### config.mk
export PLATFORM = sky130hd
export DESIGN_NAME = seq_restoring_divider_flat
export DESIGN_NICKNAME = d
export VERILOG_FILES = /design/src/rtl/seq_restoring_divider_if.sv /design/src/rtl/seq_restoring_divider.sv /design/src/flat_wrapper.sv
export SDC_FILE = /design/constraint.sdc
export NUM_CORES = 1
export LEC_CHECK = 0
export BUFFER_PORTS_ARGS = -buffer_cell sky130_fd_sc_hd__buf_2
export CORE_ASPECT_RATIO = 1.75
export CORE_MARGIN = 2
export CORE_UTILIZATION = 45
export CTS_CLUSTER_DIAMETER = 150
export DETAILED_ROUTE_END_ITERATION = 8
export GPL_TIMING_DRIVEN = 0
export PLACE_DENSITY = 0.76
export SYNTH_ARGS = -nofsm -noshare
export SYNTH_HDL_FRONTEND = slang
export SYNTH_SLANG_ARGS = --single-unit
### constraint.sdc
create_clock -name clk -period 3.6 [get_ports clk]
set_input_delay 0.54 -clock clk [delete_from_list [all_inputs] [get_ports clk]]
set_output_delay 0.54 -clock clk [all_outputs]
set_load 0.01 [all_outputs]
### src/rtl/seq_restoring_divider_if.sv
// Host <-> divider handshake and operand/result bundle.
//   master : host side   (drives start, dividend, divisor; observes results)
//   slave  : divider side (observes request; drives busy, done, quotient,
//            remainder, div_by_zero)
interface seq_restoring_divider_if #(
   parameter int unsigned WIDTH = 8
);
   logic             start;
   logic [WIDTH-1:0] dividend;
   logic [WIDTH-1:0] divisor;
   logic             busy;
   logic             done;
   logic [WIDTH-1:0] quotient;
   logic [WIDTH-1:0] remainder;
   logic             div_by_zero;

   modport master (
      output start, dividend, divisor,
      input  busy, done, quotient, remainder, div_by_zero
   );

   modport slave (
      input  start, dividend, divisor,
      output busy, done, quotient, remainder, div_by_zero
   );
endinterface

### src/rtl/seq_restoring_divider.sv
// Iterative restoring divider: one quotient bit per clock.
// Ports:
//   clk  - rising-edge clock
//   rst  - asynchronous reset, active-high
//   bus  - slave modport of seq_restoring_divider_if:
//          start/dividend/divisor in; busy/done/quotient/remainder/div_by_zero out
// Latency: done pulses in the cycle after the (WIDTH+1)th edge counting the
// accepting edge; a zero divisor finishes right after the accepting edge.
// Build option: define DIV_SIGNED_EN for two's complement operands (magnitudes
// feed the unsigned core, signs are re-applied when the result is latched).
module seq_restoring_divider #(
   parameter int unsigned WIDTH = 8
) (
   input logic                   clk,
   input logic                   rst,
   seq_restoring_divider_if.slave bus
);
   localparam int unsigned CW = $clog2(WIDTH + 1);

   typedef enum logic [1:0] {IDLE, RUN, DONE} state_t;

   state_t           state, state_nx;
   logic [CW-1:0]    count, count_nx;
   logic [WIDTH-1:0] r, r_nx;          // partial remainder
   logic [WIDTH-1:0] q, q_nx;          // dividend shifting out / quotient shifting in
   logic [WIDTH-1:0] dvs, dvs_nx;      // captured divisor (magnitude)
   logic [WIDTH-1:0] quot, quot_nx;
   logic [WIDTH-1:0] rem, rem_nx;
   logic             dz, dz_nx;
   logic             busy, busy_nx;
   logic             done, done_nx;

   logic             accept_c;
   logic [WIDTH-1:0] dvd_mag_c, dvs_mag_c;
   logic [WIDTH-1:0] q_fin_c, r_fin_c;
   logic [WIDTH:0]   r_sh_c, dvs_inv_c;
   logic [WIDTH-1:0] diff_c;
   logic             carry_c;
   logic             no_borrow_c;
   logic [WIDTH-1:0] r_it_c, q_it_c;

   assign accept_c = (state != RUN) && bus.start;

   // One iteration: shift {R,Q} left, then R - D on a WIDTH+1-bit ripple of
   // full adders (D inverted, carry-in 1). Carry-out set means no borrow.
   always_comb begin
      r_sh_c    = {r, q[WIDTH-1]};
      dvs_inv_c = ~{1'b0, dvs};
      diff_c    = '0;
      carry_c   = 1'b1;
      for (int i = 0; i < int'(WIDTH); i++) begin
         diff_c[i] = r_sh_c[i] ^ dvs_inv_c[i] ^ carry_c;
         carry_c   = (r_sh_c[i] & dvs_inv_c[i]) | (carry_c & (r_sh_c[i] ^ dvs_inv_c[i]));
      end
      // top cell: only its carry matters, the sum bit is zero whenever it is kept
      no_borrow_c = (r_sh_c[WIDTH] & dvs_inv_c[WIDTH]) |
                    (carry_c & (r_sh_c[WIDTH] ^ dvs_inv_c[WIDTH]));
      r_it_c = no_borrow_c ? diff_c : r_sh_c[WIDTH-1:0];
      q_it_c = {q[WIDTH-2:0], no_borrow_c};
   end

`ifdef DIV_SIGNED_EN
   logic sgn_q, sgn_r;

   assign dvd_mag_c = bus.dividend[WIDTH-1] ? (~bus.dividend + WIDTH'(1)) : bus.dividend;
   assign dvs_mag_c = bus.divisor[WIDTH-1]  ? (~bus.divisor + WIDTH'(1))  : bus.divisor;
   // most-negative / -1 wraps back to most-negative through this negation
   assign q_fin_c   = sgn_q ? (~q_it_c + WIDTH'(1)) : q_it_c;
   assign r_fin_c   = sgn_r ? (~r_it_c + WIDTH'(1)) : r_it_c;

   // Result signs: quotient from operand sign mismatch, remainder follows dividend.
   always_ff @(posedge clk or posedge rst) begin
      if (rst) begin
         sgn_q <= 1'b0;
         sgn_r <= 1'b0;
      end else if (accept_c) begin
         sgn_q <= bus.dividend[WIDTH-1] ^ bus.divisor[WIDTH-1];
         sgn_r <= bus.dividend[WIDTH-1];
      end
   end
`else
   assign dvd_mag_c = bus.dividend;
   assign dvs_mag_c = bus.divisor;
   assign q_fin_c   = q_it_c;
   assign r_fin_c   = r_it_c;
`endif

   // Next-state and datapath next values.
   always_comb begin
      state_nx = state;
      count_nx = count;
      r_nx     = r;
      q_nx     = q;
      dvs_nx   = dvs;
      quot_nx  = quot;
      rem_nx   = rem;
      dz_nx    = dz;
      unique case (state)
         IDLE, DONE: begin
            if (bus.start) begin
               r_nx   = '0;
               q_nx   = dvd_mag_c;
               dvs_nx = dvs_mag_c;
               dz_nx  = 1'b0;
               if (bus.divisor == '0) begin
                  state_nx = DONE;
                  count_nx = '0;
                  quot_nx  = '1;
                  rem_nx   = bus.dividend;
                  dz_nx    = 1'b1;
               end else begin
                  state_nx = RUN;
                  count_nx = CW'(WIDTH);
               end
            end else begin
               state_nx = IDLE;
            end
         end
         RUN: begin
            r_nx     = r_it_c;
            q_nx     = q_it_c;
            count_nx = count - CW'(1);
            if (count == CW'(1)) begin
               state_nx = DONE;
               quot_nx  = q_fin_c;
               rem_nx   = r_fin_c;
            end
         end
         default: state_nx = IDLE;
      endcase
      busy_nx = (state_nx == RUN);
      done_nx = (state_nx == DONE);
   end

   // State and datapath registers.
   always_ff @(posedge clk or posedge rst) begin
      if (rst) begin
         state <= IDLE;
         count <= '0;
         r     <= '0;
         q     <= '0;
         dvs   <= '0;
         quot  <= '0;
         rem   <= '0;
         dz    <= 1'b0;
         busy  <= 1'b0;
         done  <= 1'b0;
      end else begin
         state <= state_nx;
         count <= count_nx;
         r     <= r_nx;
         q     <= q_nx;
         dvs   <= dvs_nx;
         quot  <= quot_nx;
         rem   <= rem_nx;
         dz    <= dz_nx;
         busy  <= busy_nx;
         done  <= done_nx;
      end
   end

   assign bus.busy        = busy;
   assign bus.done        = done;
   assign bus.quotient    = quot;
   assign bus.remainder   = rem;
   assign bus.div_by_zero = dz;
endmodule
### src/flat_wrapper.sv
// flat-port wrapper written by rule: the top's interface ports become plain ports
module seq_restoring_divider_flat 
#(
   parameter int unsigned WIDTH = 8
)
  (clk, rst, bus_start, bus_dividend, bus_divisor, bus_busy, bus_done, bus_quotient, bus_remainder, bus_div_by_zero);
  seq_restoring_divider_if #(.WIDTH(WIDTH)) bus_i ();
  input logic clk;
  input logic rst;
  input wire logic [$bits(bus_i.start)-1:0] bus_start;
  input wire logic [$bits(bus_i.dividend)-1:0] bus_dividend;
  input wire logic [$bits(bus_i.divisor)-1:0] bus_divisor;
  output wire logic [$bits(bus_i.busy)-1:0] bus_busy;
  output wire logic [$bits(bus_i.done)-1:0] bus_done;
  output wire logic [$bits(bus_i.quotient)-1:0] bus_quotient;
  output wire logic [$bits(bus_i.remainder)-1:0] bus_remainder;
  output wire logic [$bits(bus_i.div_by_zero)-1:0] bus_div_by_zero;
  assign bus_i.start = bus_start;
  assign bus_i.dividend = bus_dividend;
  assign bus_i.divisor = bus_divisor;
  assign bus_busy = bus_i.busy;
  assign bus_done = bus_i.done;
  assign bus_quotient = bus_i.quotient;
  assign bus_remainder = bus_i.remainder;
  assign bus_div_by_zero = bus_i.div_by_zero;
  seq_restoring_divider #(.WIDTH(WIDTH)) u_core (.clk(clk), .rst(rst), .bus(bus_i));
endmodule
==> qor_table.md, run 1 <==
| Parameter | Reported | Unit |
| --- | --- | --- |
| Status | finished with violations | - |
| Failing checks | negative setup slack | - |
| Via count | 1810 | - |
| Clk sink count | 49 | - |
| Diodes inserted | 0 | - |
| Final period utilization | 103.1 | % |
| Starting utilization of the core area | 46.26 | % |
| Mean instance size in the synthesized netlist | 10.52 | um2 |
| Filler-free cell count of the finished design | 335 | - |
| Count of cell types in the netlist | 32 | - |
| Pin count of the biggest net entering global routing | 44 | - |
| Fill cell instance count of the final layout | 445 | - |
| Crit path max-delay cell type | dfrtp_1 | - |
| Clk Latency, worst-skew pair | 0.31 | ns |
| Relative slew margins | 68.57 | % |
| Number of I/O port buffers | 37 | - |
| Detailed Routing Iterations Pass 1 | 4 | - |
| Worst path bufs/invs | 3 | - |
| Antenna-violating nets left | 0 | - |
| Number of enable flip-flop cells after synthesis | 0 | - |
| Wire length of the first global-routing pass | 8804 | um |
| Category of cells accounting for the largest share of critical-path delay | adder cells | - |
| Nets | 308 | - |
| Vias in the first global route | 1891 | - |
| Critical path data required time | 3.80 | ns |
| Instance count on the critical path | 15 | - |
| Overall die area | 0.006029 | mm2 |
| Max IR drop VDD | 0.0003478 | V |
| Number of placed instances, taps included | 324 | - |
| Most frequent cell on the critical path | fa_2 | - |
| Fraction of synthesized cell area taken by the top area cell type | 50.44 | % |
| P_leak | 1.398 | nW |
| Placeable core area | 0.005255 | mm2 |
| Proportion of layout cells with a drive suffix above 1 | 30.36 | % |
| Number of nets produced by synthesis | 260 | - |
| Final setup violation count | 9 | - |
| Fin crit period | 3.713 | ns |
| Beginning of the worst register-to-register path | u_core.q[7]$_DFFE_PP0P_ | - |
| Antenna violations before repair | 0 | - |
| Global placement routability congestion | 0.8017 | - |
| Clock tree buffer depth | 2 | - |
| Data arrival time of the worst path | 3.91 | ns |
| RSZ-0062 raised after global routing | yes | - |
| Clock tree skew after final layout | 0.007030 | ns |
| Total DRC errors in the routed layout | 0 | - |
| Reg2reg end | u_core.bus.remainder[6]$_DFFE_PP0P_ | - |
| Site Rows | 35 | - |
| Most frequent standard cell in the layout excluding fill and tap cells | dfrtp_1 | - |
| Number of hold-slack violations in the final timing report | 0 | - |
| Transition time at the pin with the least slew margin | 0.4714 | ns |
| Sequential cell area fraction in the yosys report | 50.44 | % |
| Average vias per placed instance | 5.403 | - |
| WL/cell | 15.84 | um |
| Final Max Slew Viols | 0 | - |
| Global-route total usage across every layer | 19.60 | % |
| Gate Count Post-Synth | 231 | - |
| Cell type with the highest aggregate area in the netlist | dfrtp_1 | - |
| I/O pin total | 38 | - |
| FF-to-FF setup slack | -0.11 | ns |
| Post-detailed-placement half-perimeter wirelength | 3835 | um |
| Aggregate routed wire length | 5307 | um |
| Class of the tightest hold or removal check | input port to async pin | - |
| Cells along the critical path | inv_1 -> ha_2 -> fa_2 -> fa_2 -> fa_2 -> fa_2 -> inv_2 -> fa_2 -> fa_2 -> inv_2 -> fa_2 -> nand2b_4 -> mux2i_2 -> o21ai_1 -> mux2_2 | - |
| Die Height | 101.2 | um |
| Most used DFF post-synth | dfrtp_1 | - |
| Worst r2r path cells | 15 | - |
| Leading cell types in the layout, fill and taps excluded | dfrtp_1, nand2_1, buf_2, inv_1, mux2i_1 | - |
| Worst setup path class | flop to flop | - |
| Maximum net fanout on the critical path | 6 | - |
| Area of the mapped netlist | 0.002431 | mm2 |
| Die Wd | 59.56 | um |
| Setup ws final | -0.1134 | ns |
| Max Clk Rate | 269.3 | MHz |
| Yosys warnings | 0 | - |
| Htree depth | 2 | - |
| Clock root buffer | clkbuf_8 | - |
| Pwr Density | 1065 | mW/mm2 |
| Clock tree from TritonCTS | yes | - |
| Clk slew on worst S/H paths | 0.09 | ns |
| Register bit count reported by yosys | 49 | - |
| Worst Setup Start Kind | flop | - |
| Share of flip-flops with an asynchronous set or reset | 100.0 | % |
| Number of buffers added by the clock tree synthesis step | 5 | - |
| Total global routing overflow | 0 | - |
| Detailed router's first-iteration violation count | 110 | - |
| Total of max-cap violations | 0 | - |
| Utilization of the core after routing | 55.45 | % |
| Aggregate negative setup slack | -0.6773 | ns |
| Area contributors post-synth | dfrtp_1, nand2_1, mux2i_1, fa_1, inv_1 | - |
| Largest incremental delay on the critical path | 0.41 | ns |
| Final total power | 3.103 | mW |
| Kind of end point of the critical path | flop | - |
| Relative area change from synthesis to final layout | 19.87 | % |
==> sequential cells by signal, summed over array words and instances, names as in the netlist <==
register and count:
u_core.bus.quotient 8, u_core.q 8, u_core.bus.remainder 8, u_core.bus.done 1
u_core.bus.div_by_zero 1, u_core.r 8, u_core.count 4, u_core.bus.busy 1
u_core.state 2, u_core.dvs 8
==> synthesized netlist by cell type (all sizes together) (6+ instances only) <==
cell type and number:
mux2i 15, a21oi 6, a211oi 6, a21o 6
buf 8, dfrtp 49, a31oi 7, nor2 11
nand2 48, o21ai 11, inv 26, nor3b 7
fa 7
==> cell type report <==
class	count	area (um2)	share of cell area (%)
well taps	55	68.82	2.362
multi-input cells	145	1085	37.23
plain buffers	10	67.56	2.319
clock inverters	3	65.06	2.233
repair buffers	42	235.2	8.072
clock buffers	5	68.82	2.362
inverters	26	97.59	3.349
flip-flops and latches	49	1226	42.08
==> cell families (layout without fill, tap and decap cells) <==
logic type      after synthesis  in the layout  synth area share (%)
simple gates                 78             78                 17.24
flops                        49             49                 50.44
compound gates               38             38                 9.676
buf+inv                      37             86                 7.256
mux                          18             18                 7.720
fa+ha+maj                    10             10                 7.308
xor+xnor                      1              1                0.3603
==> how the worst max path moves through the flow <==
stage	slack (ns)	from	endpoint
2_1_floorplan	-0.003	u_core.dvs[0]$_DFFE_PP0P_	u_core.bus.remainder[5]$_DFFE_PP0P_
3_3_place_gp	-0.24	u_core.q[7]$_DFFE_PP0P_	u_core.bus.remainder[5]$_DFFE_PP0P_
3_5_place_dp	-0.27	u_core.q[7]$_DFFE_PP0P_	u_core.bus.remainder[5]$_DFFE_PP0P_
4_1_cts	-0.08	u_core.q[7]$_DFFE_PP0P_	u_core.bus.remainder[5]$_DFFE_PP0P_
5_1_grt	-0.24	u_core.q[7]$_DFFE_PP0P_	u_core.bus.remainder[6]$_DFFE_PP0P_
6_report	-0.11	u_core.q[7]$_DFFE_PP0P_	u_core.bus.remainder[6]$_DFFE_PP0P_
==> layer usage <==
metal / track usage [%] / share of wire (%)
met1: 21.99 / 38
met2: 34.49 / 55
met3: 3.065 / 3.9
met4: 10.43 / 3.6
met5: 0 / 0
==> power breakdown <==
part           switching [mW]  total (mW)  internal (mW)  leakage (nW)
Combinational           0.869        1.64          0.769         0.761
Clock                   0.191       0.467          0.276        0.0681
Sequential              0.182       0.998          0.816         0.569
Total                    1.24        3.10           1.86          1.40
==> what timing repair did <==
action / CTS / global route
endpoints found under the hold margin: 0 / 0
endpoints found under the setup margin: 14 / 17
setup buffers: 3 / 1
resized for setup: 10 / 6
hold buffers: 0 / 0
pin swaps: 1 / 1
==> through the flow <==
stage | setup slack, ns | cell area (um2) | hold WS [ns]
CTS | -0.08375 | 2895 | 0.1178
detailed placement | -0.2744 | 2715 | 0.4497
floorplan | -0.002950 | 2441 | 0.4523
finish | -0.1134 | 2914 | 0.1164
global placement | -0.2447 | 2695 | 0.4593
global route | -0.2445 | 2914 | 0.1255
Note: power is estimated with default switching activity, not from simulation.
==> run 2, diff against run 1 <==
--- a/config.mk
+++ b/config.mk
@@ -5,14 +5,15 @@
 export SDC_FILE = /design/constraint.sdc
 export NUM_CORES = 1
 export LEC_CHECK = 0
-export BUFFER_PORTS_ARGS = -buffer_cell sky130_fd_sc_hd__buf_2
 export CORE_ASPECT_RATIO = 1.75
 export CORE_MARGIN = 2
 export CORE_UTILIZATION = 45
+export CTS_BUF_LIST = sky130_fd_sc_hd__clkbuf_16
 export CTS_CLUSTER_DIAMETER = 150
 export DETAILED_ROUTE_END_ITERATION = 8
+export DONT_BUFFER_PORTS = 1
 export GPL_TIMING_DRIVEN = 0
-export PLACE_DENSITY = 0.76
+export PLACE_DENSITY = 0.7
 export SYNTH_ARGS = -nofsm -noshare
 export SYNTH_HDL_FRONTEND = slang
 export SYNTH_SLANG_ARGS = --single-unit
==> qor_table.md, run 2 (same netlist as run 1, synthesis figures left out) <==
| Parameter | Reported | Unit | Change |
| --- | --- | --- | --- |
| Status | finished with violations | - |  |
| Failing checks | negative setup slack | - |  |
| Post-detailed-placement cell area | 0.002530 | mm2 | -6.8% |
| P_leak | 1.289 | nW | -7.8% |
| Utilization of the core after routing | 53.43 | % | -2.0 points |
| Worst setup path class | flop to flop | - |  |
| Hold buffer count at CTS | 0 | - | unchanged |
| Internal power consumption | 1.854 | mW | -0.42% |
| Transition time at the pin with the least slew margin | 0.5054 | ns | +0.03395 ns |
| Detailed router's first-iteration violation count | 91 | - | -17% |
| Max Clk Rate | 265.1 | MHz | -1.6% |
| Number of placed instances, taps included | 287 | - | -11% |
| Total net switching power | 1.271 | mW | +2.4% |
| Most frequent standard cell in the layout excluding fill and tap cells | dfrtp_1 | - |  |
| Combinational group share of total power | 51.6 | % | -1.2 points |
| Final period utilization | 104.8 | % | +1.6 points |
| Number of buffers added by the clock tree synthesis step | 5 | - | unchanged |
| Nets | 274 | - | -11% |
| Fin crit period | 3.772 | ns | +0.05862 ns |
| Register Area | 0.001226 | mm2 | unchanged |
| Die Wd | 59.56 | um | unchanged |
| Detailed Routing Iterations Pass 1 | 4 | - | unchanged |
| Relative slew margins | 66.31 | % | -2.3 points |
| Diodes inserted | 0 | - | unchanged |
| Data arrival time of the worst path | 3.95 | ns | +0.04 ns |
| Sw Ratio | 40.69 | % | +0.68 points |
| Placeable core area | 0.005255 | mm2 | unchanged |
| Total DRC errors in the routed layout | 0 | - | unchanged |
| Max IR drop VDD | 0.0003324 | V | -4.4% |
| Proportion of layout cells with a drive suffix above 1 | 21.54 | % | -8.8 points |
| Kind of end point of the critical path | flop | - |  |
| Antenna violations before repair | 0 | - | unchanged |
| Number of I/O port buffers | 0 | - | -100% |
| Hold Worst Slack | 0.04809 | ns | -0.06834 ns |
| Clock root buffer | clkbuf_16 | - |  |
| Clk sink count | 49 | - | unchanged |
| Leading cell types in the layout, fill and taps excluded | dfrtp_1, nand2_1, inv_1, mux2i_1, nor2_1 | - |  |
| Site Rows | 35 | - | unchanged |
| Clock tree from TritonCTS | yes | - |  |
| Aggregate negative setup slack | -0.8573 | ns | -0.1799 ns |
| Fill cell instance count of the final layout | 445 | - | unchanged |
| I/O pin total | 38 | - | unchanged |
| Post-detailed-placement half-perimeter wirelength | 3657 | um | -4.6% |
| Antenna-violating nets left | 0 | - | unchanged |
| Total of max-cap violations | 0 | - | unchanged |
| Filler-free cell count of the finished design | 301 | - | -10% |
| Pin count of the biggest net entering global routing | 41 | - | -6.8% |
| Worst Setup Start Kind | flop | - |  |
| Average vias per placed instance | 5.565 | - | +3.0% |
| RSZ-0062 raised after global routing | yes | - |  |
| Via count | 1675 | - | -7.5% |
| Htree depth | 2 | - | unchanged |
| Post-place setup slack | -0.2717 | ns | +0.002724 ns |
| Critical path data required time | 3.78 | ns | -0.02 ns |
| Global-route total usage across every layer | 18.36 | % | -1.2 points |
| Global placement routability congestion | 0.8158 | - | +1.8% |
| Multi-input logic area | 0.001120 | mm2 | +3.2% |
| Setup ws final | -0.1720 | ns | -0.05862 ns |
| Overall die area | 0.006029 | mm2 | unchanged |
| Die Height | 101.2 | um | unchanged |
| Final total power | 3.125 | mW | +0.72% |
| Number of hold-slack violations in the final timing report | 0 | - | unchanged |
| Pwr Density | 1113 | mW/mm2 | +4.5% |
| Maximum net fanout on the critical path | 4 | - | -2 |
| WL/cell | 17.47 | um | +10% |
| Clock tree skew after final layout | 0.005442 | ns | -0.001588 ns |
| Final setup violation count | 10 | - | +1 |
| Clk Latency, worst-skew pair | 0.29 | ns | -0.02 ns |
| Clk slew on worst S/H paths | 0.07 | ns | -0.02 ns |
| Aggregate routed wire length | 5259 | um | -0.90% |
| Vias in the first global route | 1719 | - | -9.1% |
| Final Max Slew Viols | 0 | - | unchanged |
| Relative area change from synthesis to final layout | 15.49 | % |  |
| Part of the power in registers | 33.7 | % | +1.5 points |
| Wire length of the first global-routing pass | 8245 | um | -6.3% |
| Part of the power in the clock network | 14.7 | % | -0.3 points |
| Clock tree buffer depth | 2 | - | unchanged |
| Starting utilization of the core area | 46.26 | % | unchanged |
| Post-route cell area | 0.002808 | mm2 | -3.6% |
| Class of the tightest hold or removal check | input port to async pin | - |  |
| Total global routing overflow | 0 | - | unchanged |
==> run 2: cell types whose count changed in the layout (fill, tap and decap cells not counted), moves of 2 or more <==
cell | previous run | this run
buf_2 | 42 | 5
buf_6 | 1 | 4
bufinv_16 | 2 | 0
clkbuf_16 | 0 | 5
clkbuf_8 | 5 | 0
clkinvlp_4 | 0 | 2
==> run 2: layout make-up <==
cell class                 count  area share (%)
tap                           55           2.451
buffer                        10           2.406
inverter                      26           3.476
clock buffer                   5           4.456
multi-input combinational    145           39.88
timing repair buffer           8           2.986
clock inverter                 3          0.6684
sequential                    49           43.67
==> run 2: worst max-delay path: stages, from the launching register on <==
cell and delay (ns):
dfrtp_1 0.38, inv_1 0.06, ha_2 0.17, fa_2 0.35, fa_2 0.36, fa_2 0.35, fa_2 0.34, inv_2 0.06
fa_2 0.20, fa_2 0.19, inv_2 0.04, fa_2 0.39, nand2b_4 0.14, mux2i_2 0.26, o21ai_1 0.10, mux2_4 0.26
==> run 2: power by group through the flow <==
stage	clock network, mW	logic (mW)	registers (mW)
CTS	0.465	1.42	1.05
detailed placement	0	1.27	1.05
finish	0.458	1.61	1.05
global placement	0	1.22	1.05
floorplan	0	1.00	1.01
global route	0.490	1.78	1.09
==> run 2: worst paths after layout <==
path | from | endpoint | slack [ns] | depth (start not counted)
max | u_core.q[7]$_DFFE_PP0P_ | u_core.bus.remainder[6]$_DFFE_PP0P_ | -0.17 | 15
max reg2reg | u_core.q[7]$_DFFE_PP0P_ | u_core.bus.remainder[6]$_DFFE_PP0P_ | -0.17 | 15
max in group asynchronous | rst | u_core.r[3]$_DFFE_PP0P_ | 3.08 | 2
min in group clk | bus_divisor[3] | u_core.dvs[3]$_DFFE_PP0P_ | 0.36 | 2
min | rst | u_core.bus.quotient[2]$_DFFE_PP0P_ | 0.05 | 1
min reg2reg | u_core.dvs[0]$_DFFE_PP0P_ | u_core.dvs[0]$_DFFE_PP0P_ | 0.50 | 2
==> run 2: routing by layer <==
layer	global-route usage [%]	up-vias	part of all wire [%]
met1	20.60	825	39
met5	0	-	0
met4	12.82	0	5.8
met3	5.364	20	5.5
met2	29.16	52	49
li1	-	778	-
==> run 2: repair_timing <==
| item | in CTS | in global routing |
|---|---|---|
| setup endpoints to repair | 14 | 16 |
| pin swaps | 2 | 2 |
| resized for setup | 12 | 12 |
| buffers inserted | 4 | 3 |
